File: src/rtl/mult_seq.sv
// -----------------------------------------------------------------------------
// mult_seq
//
// Iterative shift-add multiplier. It produces a full 2*WIDTH-bit product in
// WIDTH+1 cycles using a single WIDTH+1-bit adder. Each operation can be
// signed (two's complement) or unsigned. Signed operands are converted to
// magnitudes when they are accepted. The product sign is applied once, in the
// final FIX cycle.
//
// Ports:
//   CLK     in   clock, rising-edge active
//   RST     in   asynchronous active-low reset
//   START   in   request a multiply (sampled only while READY=1)
//   SIGNED  in   1 = two's-complement operands, 0 = unsigned
//   A       in   multiplicand (WIDTH bits)
//   B       in   multiplier (WIDTH bits)
//   READY   out  idle and able to accept START
//   DONE    out  one-cycle pulse when HI/LO carry a fresh result
//   HI      out  upper WIDTH bits of the product
//   LO      out  lower WIDTH bits of the product
// -----------------------------------------------------------------------------
module mult_seq #(
    parameter int WIDTH = 32
) (
    input  logic             CLK,
    input  logic             RST,
    input  logic             START,
    input  logic             SIGNED,
    input  logic [WIDTH-1:0] A,
    input  logic [WIDTH-1:0] B,
    output logic             READY,
    output logic             DONE,
    output logic [WIDTH-1:0] HI,
    output logic [WIDTH-1:0] LO
);

    localparam int CW = $clog2(WIDTH);
    localparam logic [CW-1:0] LAST = CW'(WIDTH - 1);

    typedef enum logic [1:0] {
        IDLE,
        CALC,
        FIX
    } state_t;

    state_t state;
    state_t next_state;

    logic [WIDTH-1:0]   mcand;
    logic [WIDTH-1:0]   mplier;
    logic [WIDTH-1:0]   acc_hi;
    logic [CW-1:0]      count;
    logic               neg;

    logic               load;
    logic               step;
    logic               finish;

    logic [WIDTH-1:0]   a_mag;
    logic [WIDTH-1:0]   b_mag;
    logic [WIDTH:0]     sum;
    logic [2*WIDTH-1:0] product;
    logic [2*WIDTH-1:0] result;

    // The most negative value negates to 2^(WIDTH-1). That still fits the
    // unsigned magnitude register, so no operand needs special handling.
    assign a_mag = (SIGNED && A[WIDTH-1]) ? -A : A;
    assign b_mag = (SIGNED && B[WIDTH-1]) ? -B : B;

    // The carry out of this add becomes the new MSB of acc_hi when the
    // {carry, acc_hi, mplier} chain shifts right. The multiplier register
    // fills with product LSBs as its own bits are consumed.
    assign sum     = {1'b0, acc_hi} + (mplier[0] ? {1'b0, mcand} : '0);
    assign product = {acc_hi, mplier};
    assign result  = neg ? -product : product;

    always_ff @(posedge CLK or negedge RST) begin
        if (!RST) begin
            state <= IDLE;
        end else begin
            state <= next_state;
        end
    end

    always_comb begin
        next_state = state;
        READY      = 1'b0;
        load       = 1'b0;
        step       = 1'b0;
        finish     = 1'b0;
        case (state)
            IDLE: begin
                READY = 1'b1;
                if (START) begin
                    load       = 1'b1;
                    next_state = CALC;
                end
            end
            CALC: begin
                step = 1'b1;
                if (count == LAST) begin
                    next_state = FIX;
                end
            end
            FIX: begin
                finish     = 1'b1;
                next_state = IDLE;
            end
            default: begin
                next_state = IDLE;
            end
        endcase
    end

    // HI/LO change only on the FIX edge, so they hold the previous result
    // for the whole of the next calculation.
    always_ff @(posedge CLK or negedge RST) begin
        if (!RST) begin
            mcand  <= '0;
            mplier <= '0;
            acc_hi <= '0;
            count  <= '0;
            neg    <= 1'b0;
            DONE   <= 1'b0;
            HI     <= '0;
            LO     <= '0;
        end else begin
            DONE <= finish;
            if (load) begin
                mcand  <= a_mag;
                mplier <= b_mag;
                acc_hi <= '0;
                count  <= '0;
                neg    <= SIGNED & (A[WIDTH-1] ^ B[WIDTH-1]);
            end
            if (step) begin
                acc_hi <= sum[WIDTH:1];
                mplier <= {sum[0], mplier[WIDTH-1:1]};
                count  <= count + CW'(1);
            end
            if (finish) begin
                HI <= result[2*WIDTH-1:WIDTH];
                LO <= result[WIDTH-1:0];
            end
        end
    end

endmodule
File: config.mk
export PLATFORM = sky130hd
export DESIGN_NAME = mult_seq
export DESIGN_NICKNAME = d
export VERILOG_FILES = /design/src/rtl/mult_seq.sv
export SDC_FILE = /design/constraint.sdc
export NUM_CORES = 1
export LEC_CHECK = 0
export CORE_MARGIN = 10
export CORE_UTILIZATION = 62
export CTS_BUF_LIST = sky130_fd_sc_hd__clkbuf_8
export CTS_CLUSTER_SIZE = 10
export DETAILED_ROUTE_END_ITERATION = 12
export DONT_BUFFER_PORTS = 1
export PLACE_DENSITY = 0.75
export RECOVER_POWER = 50
export REMOVE_ABC_BUFFERS = 1
export SYNTH_ARGS = -nofsm -noshare
export SYNTH_HDL_FRONTEND = slang
export SYNTH_SLANG_ARGS = --single-unit
File: constraint.sdc
create_clock -name CLK -period 4.59 [get_ports CLK]
set_clock_uncertainty 0.2 [all_clocks]
set_input_delay 0.459 -clock CLK [delete_from_list [all_inputs] [get_ports CLK]]
set_output_delay 0.459 -clock CLK [all_outputs]
set_load 0.02 [all_outputs]
==> tab_implementation.tex, run 1 <==
\begin{tabular}{lr}
\hline
Metric & Value \\
\hline
\multicolumn{2}{l}{\textbf{Yosys}} \\
Synthesis-stage register bit count & 169 \\
Yosys cell types & 59 \\
Most common flop cell mapped by yosys & sky130\_fd\_sc\_hd\_\_dfrtp\_1 \\
Ys async rst share & 100\% \\
Count of mapped cells out of synthesis & 1,273 \\
Total standard cell area after synthesis & 10,800 µm² \\
Count of synthesis-stage warnings from yosys & 0 \\
Proportion of synthesized chip area in sequential cells & 39.1\% \\
Mean post-synth cell area & 8.49 µm² \\
Number of synthesized flops with an enable pin & 0 \\
\multicolumn{2}{l}{\textbf{Clock network}} \\
Root Driver & sky130\_fd\_sc\_hd\_\_clkbuf\_8 \\
Clock tree from TritonCTS & yes \\
Number of clock sinks seen by CTS & 169 \\
Bufs on Longest Clock Path & 2 \\
Number of buffers created by CTS & 17 \\
Clock-pin slew reported for the worst setup and hold paths after clock tree synthesis & 0.10 ns \\
CTS resizes & 0 \\
Worst-Skew Late Latency & 0.48 ns \\
Buffers inserted by post-CTS timing repair & 0 \\
Count of hold-fix buffers inserted at cts & 57 \\
Count of H-tree levels built during CTS & 4 \\
\multicolumn{2}{l}{\textbf{Setup path}} \\
Endpoint arrival time on the critical path & 4.15 ns \\
Maximum fanout along the worst path & 47 \\
Count of buffer and inverter cells on the critical path & 2 \\
Critical setup path kind & register to register \\
Required arrival time at the worst endpoint & 4.72 ns \\
Worst path max stage delay & 1.70 ns \\
List of cells traversed by the critical path & nor2b\_4 -> clkbuf\_1 -> nor2\_4 -> buf\_4 -> a32o\_1 -> a21oi\_1 -> o21ai\_0 \\
Critical path endpoint category & register \\
Crit path launch type & register \\
Critical path's slowest cell & sky130\_fd\_sc\_hd\_\_clkbuf\_1 \\
Cell family contributing the most delay on the critical path & buffers and inverters \\
\multicolumn{2}{l}{\textbf{Drt}} \\
Routed wire length & 29.4 mm \\
Average vias per placed instance & 6.18 \\
Post-route antenna net violation count & 0 \\
Final routed DRC violation total & 0 \\
1st-pass router iterations & 6 \\
Starting DRC count in detailed routing & 778 \\
Average wire per standard cell & 19.3 µm \\
Count of vias placed by the detailed router & 9,384 \\
\multicolumn{2}{l}{\textbf{Pwr}} \\
Total Power Consumption & 7.33 mW \\
Power per unit of standard cell area & 618 nW/µm² \\
Worst vdd rail ir drop & 0.432 mV \\
Static Leakage & 4.91 nW \\
\multicolumn{2}{l}{\textbf{Placed design}} \\
Total instance count after detailed placement & 1,430 \\
GPL Wtd Cong & 0.909 \\
Detailed placer's ending HPWL & 20.6 mm \\
Count of input and output buffers & 0 \\
\multicolumn{2}{l}{\textbf{Global route}} \\
Overall Global Routing Usage & 25.0\% \\
Wire length of the first global-routing pass & 48.7 mm \\
Number of antenna violations at the first check in global routing & 0 \\
Overflow left after global routing & 0 \\
Maximum number of pins on one net before global-route repair & 170 \\
Via count of the first global-routing pass & 9,147 \\
\multicolumn{2}{l}{\textbf{STA}} \\
Setup repair after global routing missed its margin & false \\
Sum of negative setup slack & 0 ns \\
Max transition margin & -59.1\% \\
Number of failing hold endpoints at the final stage & 1 \\
Final Max Slew Viols & 218 \\
Worst Hold Margin & -0.00207 ns \\
Achievable frequency & 249 MHz \\
Crit share post-route & 87.6\% \\
Final setup violation count & 0 \\
Post-route minimum period & 4.02 ns \\
Least-Margin Pin Slew & 2.39 ns \\
\multicolumn{2}{l}{\textbf{Outcome}} \\
Violations in the final reports & hold timing, capacitance limit, slew limit \\
Outcome & finished with violations \\
\multicolumn{2}{l}{\textbf{Layout}} \\
Fraction of layout instances using a drive strength above 1 & 4.17\% \\
Core utilization of the finished layout & 69.1\% \\
Storage element area & 4230 µm² \\
Multi-input gate area & 6270 µm² \\
Filler-free cell count of the finished design & 1,519 \\
Diode insertion count for antenna repair & 0 \\
Layout filler cell count & 1,425 \\
Number of nets at the end of the flow & 1,387 \\
Area Growth Syn to Fin & 9.80\% \\
\multicolumn{2}{l}{\textbf{Die}} \\
Number of I/O pins & 134 \\
Count of standard-cell rows & 48 \\
Starting utilization of the core area & 63.0\% \\
Horizontal die dimension & 152 µm \\
Chip Height & 152 µm \\
Core Box Area & 17,200 µm² \\
Area enclosed by the die boundary & 23,100 µm² \\
\multicolumn{2}{l}{\textbf{Job}} \\
Max-capacitance violation count & 2 \\
\multicolumn{2}{l}{\textbf{Hold path}} \\
Kind of path behind the tightest hold check & primary input to register \\
\hline
\end{tabular}
-- flip-flops by register name, summed over array words and instances (netlist names) --
register and cells:
DONE 1, HI 32, LO 32, acc_hi 32
count 5, mcand 32, mplier 32, neg 1
state 2
-- per-layer routing --
layer	wire (µm)	GRT usage (%)	up-vias
li1	-	-	4574
met1	12800	33.2	4448
met2	13800	40.0	324
met3	2260	5.67	38
met4	475	7.38	0
met5	0	0	-
-- cells by family (layout without fill, tap and decap cells) --
logic type / count (synthesis) / count (layout) / synth area share, %
simple gates: 434 / 434 / 19.2
compound gates: 399 / 399 / 22.4
flops: 169 / 169 / 39.1
xor+xnor: 140 / 140 / 11.3
buf+inv: 89 / 110 / 3.11
fa+ha+maj: 38 / 38 / 4.47
mux: 4 / 4 / 0.370
-- power by group --
| part | internal [mW] | switching [mW] |
|---|---|---|
| Sequential | 2.02 | 0.809 |
| Clock | 0.533 | 0.588 |
| Combinational | 1.43 | 1.95 |
| Total | 3.99 | 3.35 |
-- path summary, 6_finish.rpt --
kind,start,to,slack (ns),cells after the start
worst max-delay path,state[1],mplier[25],0.57,7
worst min-delay path,A[3],mcand[3],-0.002,2
worst max register to register,state[1],mplier[25],0.57,7
worst min register to register,mcand[20],mcand[20],0.28,2
max in group asynchronous,RST,neg,1.56,2
min in group asynchronous,RST,LO[6],0.97,2
-- final cells by class --
type	count	area share, %
multi-input combinational	1015	52.8
sequential	169	35.6
timing repair buffer	63	5.24
tap	225	2.37
clock buffer	20	2.32
clock inverter	12	1.14
inverter	15	0.474
-- metrics by stage --
stage / setup slack, ns / instance area, µm²
2_1_floorplan: 0.381 / 10500
3_3_place_gp: 1.02 / 10900
3_5_place_dp: 0.834 / 10900
4_1_cts: 0.796 / 11900
5_1_grt: 0.327 / 11900
6_report: 0.571 / 11900
-- cells in the final DEF (no fill, tap or decap), types with 12 or more instances in the layout --
cell,Yosys,layout
sky130_fd_sc_hd__dfrtp_1,169,168
sky130_fd_sc_hd__xor2_1,96,96
sky130_fd_sc_hd__o31ai_1,30,30
sky130_fd_sc_hd__and2_1,35,35
sky130_fd_sc_hd__a22oi_1,25,25
sky130_fd_sc_hd__ha_1,37,37
sky130_fd_sc_hd__o41ai_1,15,15
sky130_fd_sc_hd__a21o_1,14,14
sky130_fd_sc_hd__nor4_1,12,12
sky130_fd_sc_hd__nand2_1,193,192
sky130_fd_sc_hd__nor3_1,29,29
sky130_fd_sc_hd__dlygate4sd3_1,0,56
sky130_fd_sc_hd__a21oi_1,57,57
sky130_fd_sc_hd__clkbuf_8,0,20
sky130_fd_sc_hd__nand3_1,35,35
sky130_fd_sc_hd__nor2_1,48,47
sky130_fd_sc_hd__or3_1,13,13
sky130_fd_sc_hd__inv_1,15,16
sky130_fd_sc_hd__xnor2_1,44,44
sky130_fd_sc_hd__o21ai_0,196,196
-- cells in the mapped netlist (all sizes together), types with 9 or more instances --
| cell type | number | share of area, % |
|---|---|---|
| nand3 | 35 | 1.6 |
| nor2 | 48 | 1.7 |
| dfrtp | 169 | 39 |
| ha | 37 | 4.3 |
| o21ai | 199 | 9.2 |
| nand4 | 11 | 0.64 |
| a22oi | 25 | 1.7 |
| nor4 | 12 | 0.69 |
| o41ai | 17 | 1.5 |
| a21oi | 57 | 2.6 |
| nor3 | 29 | 1.3 |
| inv | 15 | 0.52 |
| o31ai | 31 | 2.2 |
| and2 | 36 | 2.1 |
| xor2 | 96 | 7.8 |
| nand2 | 193 | 6.7 |
| a31oi | 10 | 0.58 |
| a211oi | 9 | 0.62 |
| nand2b | 11 | 0.64 |
| or3 | 14 | 0.86 |
| xnor2 | 44 | 3.6 |
| and3 | 9 | 0.52 |
| or4 | 11 | 0.76 |
| a21o | 14 | 0.97 |
| o211ai | 9 | 0.62 |
| clkbuf | 71 | 2.5 |
(Power assumes the default switching activity.)
==> inputs of run 2 (changes only) <==
--- a/config.mk
+++ b/config.mk
@@ -6,12 +6,13 @@
 export NUM_CORES = 1
 export LEC_CHECK = 0
 export CORE_MARGIN = 10
-export CORE_UTILIZATION = 62
+export CORE_UTILIZATION = 55
 export CTS_BUF_LIST = sky130_fd_sc_hd__clkbuf_8
 export CTS_CLUSTER_SIZE = 10
 export DETAILED_ROUTE_END_ITERATION = 12
 export DONT_BUFFER_PORTS = 1
-export PLACE_DENSITY = 0.75
+export HOLD_SLACK_MARGIN = 0.15
+export PLACE_DENSITY = 0.67
 export RECOVER_POWER = 50
 export REMOVE_ABC_BUFFERS = 1
 export SYNTH_ARGS = -nofsm -noshare
==> constraint.sdc (replaced) <==
create_clock -name CLK -period 3.9 [get_ports CLK]
set_clock_uncertainty 0.2 [all_clocks]
set_input_delay 0.39 -clock CLK [delete_from_list [all_inputs] [get_ports CLK]]
set_output_delay 0.39 -clock CLK [all_outputs]
set_load 0.02 [all_outputs]
==> run 2 against run 1 <==
  * The flow finishes with violations (hold timing)
  * Sequential cell count did not move
  * Global-route usage fell by 2.1 points
  * Utilization fell by 5.9 points
  * Worst setup slack got worse by 0.29 ns
  * Largest cell class unchanged
  * Largest power group unchanged
==> tab_implementation.tex, run 2 (synthesized netlist as in run 1, its figures left out) <==
\begin{tabular}{lr}
\hline
Metric & Value \\
\hline
\multicolumn{2}{l}{\textbf{Setup path}} \\
Required arrival time at the worst endpoint & 4.03 ns \\
Crit path top cell by count & sky130\_fd\_sc\_hd\_\_dlygate4sd3\_1 \\
Startpoint of the worst-slack reg-to-reg timing path & mplier[0] \\
Critical path's slowest cell & sky130\_fd\_sc\_hd\_\_or4b\_2 \\
Crit path launch type & primary input \\
Endpoint arrival time on the critical path & 3.75 ns \\
List of cells traversed by the critical path & dlygate4sd3\_1 -> inv\_1 -> ha\_1 -> or4b\_2 -> nor4\_1 -> buf\_4 -> nand2\_1 -> o41ai\_2 -> xor2\_1 -> dlygate4sd3\_1 -> o21ai\_0 \\
Register-to-register path setup slack & 0.46 ns \\
Source of the critical timing path & B[0] \\
Worst path max stage delay & 0.70 ns \\
Critical setup path kind & primary input to register \\
Critical path endpoint category & register \\
Maximum fanout along the worst path & 5 \\
\multicolumn{2}{l}{\textbf{Pwr}} \\
Clock network fraction of total power & 14.0\% \\
Worst vdd rail ir drop & 0.265 mV \\
Static Leakage & 5.07 nW \\
Cell-internal power & 4.62 mW \\
Share of power burned in registers & 38.3\% \\
Sw power & 3.88 mW \\
Combinational power share & 47.6\% \\
Sw frac & 45.6\% \\
Power per unit of standard cell area & 693 nW/µm² \\
Total Power Consumption & 8.50 mW \\
\multicolumn{2}{l}{\textbf{Drt}} \\
Routed wire length & 30.0 mm \\
Average vias per placed instance & 5.89 \\
Final routed DRC violation total & 0 \\
1st-pass router iterations & 5 \\
Average wire per standard cell & 18.8 µm \\
Post-route antenna net violation count & 0 \\
Count of vias placed by the detailed router & 9,423 \\
Starting DRC count in detailed routing & 657 \\
\multicolumn{2}{l}{\textbf{STA}} \\
Sum of negative setup slack & 0 ns \\
Crit share post-route & 92.9\% \\
Worst Hold Margin & -0.600 ns \\
Least-Margin Pin Slew & 0.928 ns \\
Post-route minimum period & 3.62 ns \\
Number of failing hold endpoints at the final stage & 169 \\
Max transition margin & 38.1\% \\
Final Max Slew Viols & 0 \\
Setup repair after global routing missed its margin & false \\
Achievable frequency & 276 MHz \\
Final setup violation count & 0 \\
\multicolumn{2}{l}{\textbf{Global route}} \\
Overflow left after global routing & 0 \\
Number of antenna violations at the first check in global routing & 0 \\
Wire length of the first global-routing pass & 48.7 mm \\
Overall Global Routing Usage & 22.9\% \\
Via count of the first global-routing pass & 9,292 \\
Maximum number of pins on one net before global-route repair & 170 \\
\multicolumn{2}{l}{\textbf{Die}} \\
Starting utilization of the core area & 55.7\% \\
Count of standard-cell rows & 51 \\
Horizontal die dimension & 160 µm \\
Number of I/O pins & 134 \\
Area enclosed by the die boundary & 25,700 µm² \\
Chip Height & 160 µm \\
Core Box Area & 19,400 µm² \\
\multicolumn{2}{l}{\textbf{Clock network}} \\
Clock-pin slew reported for the worst setup and hold paths after clock tree synthesis & 0.10 ns \\
Buffers inserted by post-CTS timing repair & 0 \\
Clock tree from TritonCTS & yes \\
Count of hold-fix buffers inserted at cts & 88 \\
Bufs on Longest Clock Path & 2 \\
Count of H-tree levels built during CTS & 4 \\
Worst-Skew Late Latency & 0.47 ns \\
Number of buffers created by CTS & 17 \\
Number of clock sinks seen by CTS & 169 \\
Root Driver & sky130\_fd\_sc\_hd\_\_clkbuf\_8 \\
\multicolumn{2}{l}{\textbf{Layout}} \\
Diode insertion count for antenna repair & 0 \\
Most common library cell in the layout ignoring fill and taps & sky130\_fd\_sc\_hd\_\_o21ai\_0 \\
Commonest non-fill, non-tap cells in the layout & 196 x sky130\_fd\_sc\_hd\_\_o21ai\_0, 192 x sky130\_fd\_sc\_hd\_\_nand2\_1, 168 x sky130\_fd\_sc\_hd\_\_dfrtp\_1 \\
Storage element area & 4230 µm² \\
Multi-input gate area & 6290 µm² \\
Number of nets at the end of the flow & 1,427 \\
Fraction of layout instances using a drive strength above 1 & 4.72\% \\
Area Growth Syn to Fin & 13.4\% \\
Layout filler cell count & 1,736 \\
Filler-free cell count of the finished design & 1,599 \\
\multicolumn{2}{l}{\textbf{Placed design}} \\
Detailed placer's ending HPWL & 20.8 mm \\
Count of input and output buffers & 0 \\
GPL Wtd Cong & 0.902 \\
Total instance count after detailed placement & 1,479 \\
\multicolumn{2}{l}{\textbf{Hold path}} \\
Kind of path behind the tightest hold check & primary input to asynchronous set/reset pin \\
\multicolumn{2}{l}{\textbf{Job}} \\
Max-capacitance violation count & 0 \\
\multicolumn{2}{l}{\textbf{Outcome}} \\
Violations in the final reports & hold timing \\
Outcome & finished with violations \\
\hline
\end{tabular}
## run 2: cell count changes in the layout (fill, tap and decap cells not counted), moves of 2 or more
cell	delta
sky130_fd_sc_hd__inv_1	+2
sky130_fd_sc_hd__clkbuf_8	-3
sky130_fd_sc_hd__clkinv_2	+2
sky130_fd_sc_hd__dlygate4sd3_1	+32
sky130_fd_sc_hd__clkinvlp_4	-2
sky130_fd_sc_hd__clkinv_4	+3
sky130_fd_sc_hd__buf_4	+11
sky130_fd_sc_hd__inv_6	-2
## run 2: routing by layer
| metal | up-vias | GRT usage, % | wire [µm] |
|---|---|---|---|
| met1 | 4481 | 29.3 | 13300 |
| met2 | 256 | 38.3 | 14200 |
| met3 | 33 | 5.09 | 2070 |
| li1 | 4653 | - | - |
| met4 | 0 | 6.22 | 429 |
| met5 | - | 0 | 0 |
## run 2: per-stage QoR
stage / setup WS (ns) / hold slack (ns) / utilization [%] / cell area [µm²]
floorplan: -0.309 / -0.106 / - / 10500
global placement: 0.606 / -0.100 / 56.7 / 11000
detailed placement: 0.507 / -0.100 / 56.7 / 11000
CTS: 0.282 / -0.613 / 63.1 / 12200
global route: 0.0392 / -0.613 / 63.2 / 12300
finish: 0.277 / -0.600 / 63.2 / 12300
## run 2: layout make-up
| type | instances | area share [%] |
|---|---|---|
| Timing Repair Buffer | 103 | 8.10 |
| Multi-Input combinational cell | 1015 | 51.3 |
| Tap cell | 265 | 2.70 |
| Clock inverter | 15 | 1.04 |
| Clock buffer | 17 | 1.91 |
| Sequential cell | 169 | 34.5 |
| Inverter | 15 | 0.459 |
## run 2: final timing paths
check,end,cells past startpoint
worst max-delay path,mplier[30],11
worst min-delay path,mplier[7],0
worst max register to register,acc_hi[27],11
worst min register to register,mcand[16],2
max in group asynchronous,mcand[22],0
min in group CLK,mplier[18],4
## run 2: critical path: cells and delay by family
family / cells / cell delay, ns
AOI/OAI and AO/OA: 2 / 0.42
xor gates and xnor gates: 1 / 0.17
adders and majority gates: 1 / 0.18
buffers and inverters: 4 / 1.41
and+or+nand+nor: 3 / 1.18
## run 2: power groups by stage
stage               Combinational [mW]  Sequential, mW  Clock (mW)
global placement                  3.87            3.28           0
global route                      4.57            3.35        1.28
CTS                               4.03            3.25        1.22
finish                            4.05            3.26        1.19
floorplan                         3.06            3.04           0
detailed placement                3.91            3.28           0
## run 2: timing repair
item	in CTS	in global routing
gates resized for setup	0	2
hold endpoints to repair	234	169
setup endpoints to repair	0	2
==> inputs of run 3 (changes only) <==
--- a/config.mk
+++ b/config.mk
@@ -5,9 +5,11 @@
 export SDC_FILE = /design/constraint.sdc
 export NUM_CORES = 1
 export LEC_CHECK = 0
+export CORE_ASPECT_RATIO = 0.6
 export CORE_MARGIN = 10
 export CORE_UTILIZATION = 55
 export CTS_BUF_LIST = sky130_fd_sc_hd__clkbuf_8
+export CTS_CLUSTER_DIAMETER = 40
 export CTS_CLUSTER_SIZE = 10
 export DETAILED_ROUTE_END_ITERATION = 12
 export DONT_BUFFER_PORTS = 1
==> run 3 against run 2 <==
  * The run still ends with hold timing left
  * Non-clock buffer count rose by 28
  * Cell count up 1.8%
  * Critical path depth did not move
  * Sequential power about the same
  * Wire length increased by 8.2%
  * Sequential share of layout area down 0.89 points
  * Fmax shrank 3.5%
  * Sequential cell count unchanged
  * Final area up 2.6%
  * Critical endpoint is now mplier[25]
==> tab_implementation.tex, run 3 (synthesized netlist as in run 1, its figures left out) <==
\begin{tabular}{lr}
\hline
Metric & Value \\
\hline
\multicolumn{2}{l}{\textbf{Outcome}} \\
Outcome & finished with violations \\
Violations in the final reports & hold timing \\
\multicolumn{2}{l}{\textbf{Drt}} \\
Final routed DRC violation total & 0 \\
Average vias per placed instance & 6.07 \\
Highest signal layer in the routed design & met4 \\
Routed wire length & 32.5 mm \\
Post-route antenna net violation count & 0 \\
Count of vias placed by the detailed router & 9,874 \\
1st-pass router iterations & 6 \\
Starting DRC count in detailed routing & 976 \\
Met2 wirelength from detailed routing & 13.4 mm \\
Met3 WL post-DR & 3.16 mm \\
M1 WL & 15.5 mm \\
Average wire per standard cell & 20.0 µm \\
\multicolumn{2}{l}{\textbf{Placed design}} \\
GPL Wtd Cong & 0.941 \\
Pre-CTS setup slack & 0.481 ns \\
Detailed placer's ending HPWL & 22.8 mm \\
Count of input and output buffers & 0 \\
Post-place instance area & 11,000 µm² \\
\multicolumn{2}{l}{\textbf{Setup path}} \\
Endpoint arrival time on the critical path & 3.92 ns \\
List of cells traversed by the critical path & dlygate4sd3\_1 -> or2\_2 -> nor4\_1 -> buf\_4 -> and3\_1 -> nand2b\_1 -> nor3\_1 -> mux2i\_1 -> dlygate4sd3\_1 -> o21ai\_0 -> dlygate4sd3\_1 \\
Required arrival time at the worst endpoint & 4.07 ns \\
Startpoint of the worst-slack reg-to-reg timing path & mplier[18] \\
Critical path endpoint category & register \\
Critical setup path kind & primary input to register \\
Register-to-register path setup slack & 0.38 ns \\
Crit path top cell by count & sky130\_fd\_sc\_hd\_\_dlygate4sd3\_1 \\
Count of buffer and inverter cells on the critical path & 4 \\
Cell family contributing the most delay on the critical path & buffers and inverters \\
Crit path launch type & primary input \\
Maximum fanout along the worst path & 5 \\
Source of the critical timing path & B[9] \\
Worst path max stage delay & 0.58 ns \\
Critical path's slowest cell & sky130\_fd\_sc\_hd\_\_dlygate4sd3\_1 \\
\multicolumn{2}{l}{\textbf{Clock network}} \\
Root Driver & sky130\_fd\_sc\_hd\_\_clkbuf\_8 \\
Number of buffers created by CTS & 17 \\
Count of hold-fix buffers inserted at cts & 113 \\
Buffers inserted by post-CTS timing repair & 0 \\
Worst-Skew Late Latency & 0.49 ns \\
Number of clock sinks seen by CTS & 169 \\
Bufs on Longest Clock Path & 2 \\
Clock tree from TritonCTS & yes \\
Clock-pin slew reported for the worst setup and hold paths after clock tree synthesis & 0.10 ns \\
Count of H-tree levels built during CTS & 4 \\
\multicolumn{2}{l}{\textbf{STA}} \\
Max transition margin & 26.9\% \\
Post-route minimum period & 3.75 ns \\
Final Max Slew Viols & 0 \\
Number of failing hold endpoints at the final stage & 169 \\
Least-Margin Pin Slew & 1.10 ns \\
Worst Hold Margin & -0.613 ns \\
Achievable frequency & 266 MHz \\
Crit share post-route & 96.3\% \\
Setup slack of the critical path after layout & 0.145 ns \\
Final setup violation count & 0 \\
\multicolumn{2}{l}{\textbf{Die}} \\
Count of standard-cell rows & 39 \\
Core Box Area & 19,200 µm² \\
Horizontal die dimension & 201 µm \\
Chip Height & 129 µm \\
Starting utilization of the core area & 56.4\% \\
Area enclosed by the die boundary & 25,900 µm² \\
Number of I/O pins & 134 \\
\multicolumn{2}{l}{\textbf{Job}} \\
Max-capacitance violation count & 0 \\
\multicolumn{2}{l}{\textbf{Layout}} \\
Layout filler cell count & 1,592 \\
Most common library cell in the layout ignoring fill and taps & sky130\_fd\_sc\_hd\_\_o21ai\_0 \\
Diode insertion count for antenna repair & 0 \\
Number of nets at the end of the flow & 1,455 \\
Commonest non-fill, non-tap cells in the layout & 196 x sky130\_fd\_sc\_hd\_\_o21ai\_0, 192 x sky130\_fd\_sc\_hd\_\_nand2\_1, 168 x sky130\_fd\_sc\_hd\_\_dfrtp\_1 \\
Area Growth Syn to Fin & 16.4\% \\
Fraction of layout instances using a drive strength above 1 & 5.07\% \\
Final instance area & 12,600 µm² \\
\multicolumn{2}{l}{\textbf{Global route}} \\
Maximum number of pins on one net before global-route repair & 170 \\
Overflow left after global routing & 0 \\
Via count of the first global-routing pass & 9,331 \\
Wire length of the first global-routing pass & 52.0 mm \\
Number of antenna violations at the first check in global routing & 0 \\
Overall Global Routing Usage & 24.8\% \\
\multicolumn{2}{l}{\textbf{Hold path}} \\
Kind of path behind the tightest hold check & primary input to asynchronous set/reset pin \\
\multicolumn{2}{l}{\textbf{Pwr}} \\
Static Leakage & 5.20 nW \\
Power per unit of standard cell area & 707 nW/µm² \\
Worst vdd rail ir drop & 0.405 mV \\
\hline
\end{tabular}
==> run 3: changes by cell type in the layout (fill, tap and decap cells not counted), sizes merged <==
cell         before  now
clkbuf           17   23
inv              22   16
dlygate4sd3      88  113
buf              15   18
==> run 3: final timing paths <==
check	cells past startpoint	end
min in group CLK	3	mcand[1]
max in group asynchronous	0	mplier[0]
worst max register to register	7	HI[31]
worst min register to register	2	mcand[30]
worst min-delay path	0	LO[7]
worst max-delay path	11	mplier[25]
==> run 3: cell type report <==
class	count	area, µm²	share of cell area (%)
repair buffers	131	1270	10.1
clock buffers	23	317	2.52
flip-flops and latches	169	4230	33.6
inverters	15	56.3	0.447
multi-input cells	1015	6290	50.0
well taps	266	333	2.64
clock inverters	9	90.1	0.716
==> run 3: repair_timing <==
action,4_1_cts,5_1_grt
resized for setup,0,3
endpoints found under the hold margin,235,169
setup endpoints to repair,0,5
==> run 3: stage by stage <==
step	hold WS (ns)	utilization [%]	power, mW	cells	setup TNS, ns
after CTS	-0.630	65.5	8.81	1628	0
after global placement	-0.0943	57.5	7.20	1483	0
final	-0.613	65.6	8.90	1628	0
after global routing	-0.650	65.6	9.60	1628	-0.0169
after detailed placement	-0.0938	57.5	7.28	1483	0
after floorplan	-0.106	-	6.10	1199	-3.78
==> run 3: routing by layer <==
| layer | GRT usage, % | up-vias |
|---|---|---|
| met5 | 0 | - |
| met4 | 6.29 | 0 |
| met3 | 7.82 | 26 |
| met2 | 35.7 | 390 |
| met1 | 35.4 | 4736 |
| li1 | - | 4722 |
==> run 3: power breakdown <==
part | internal [mW] | total (mW) | switching, mW
Sequential | 2.38 | 3.29 | 0.915
Combinational | 1.88 | 4.31 | 2.44
Clock | 0.609 | 1.30 | 0.687
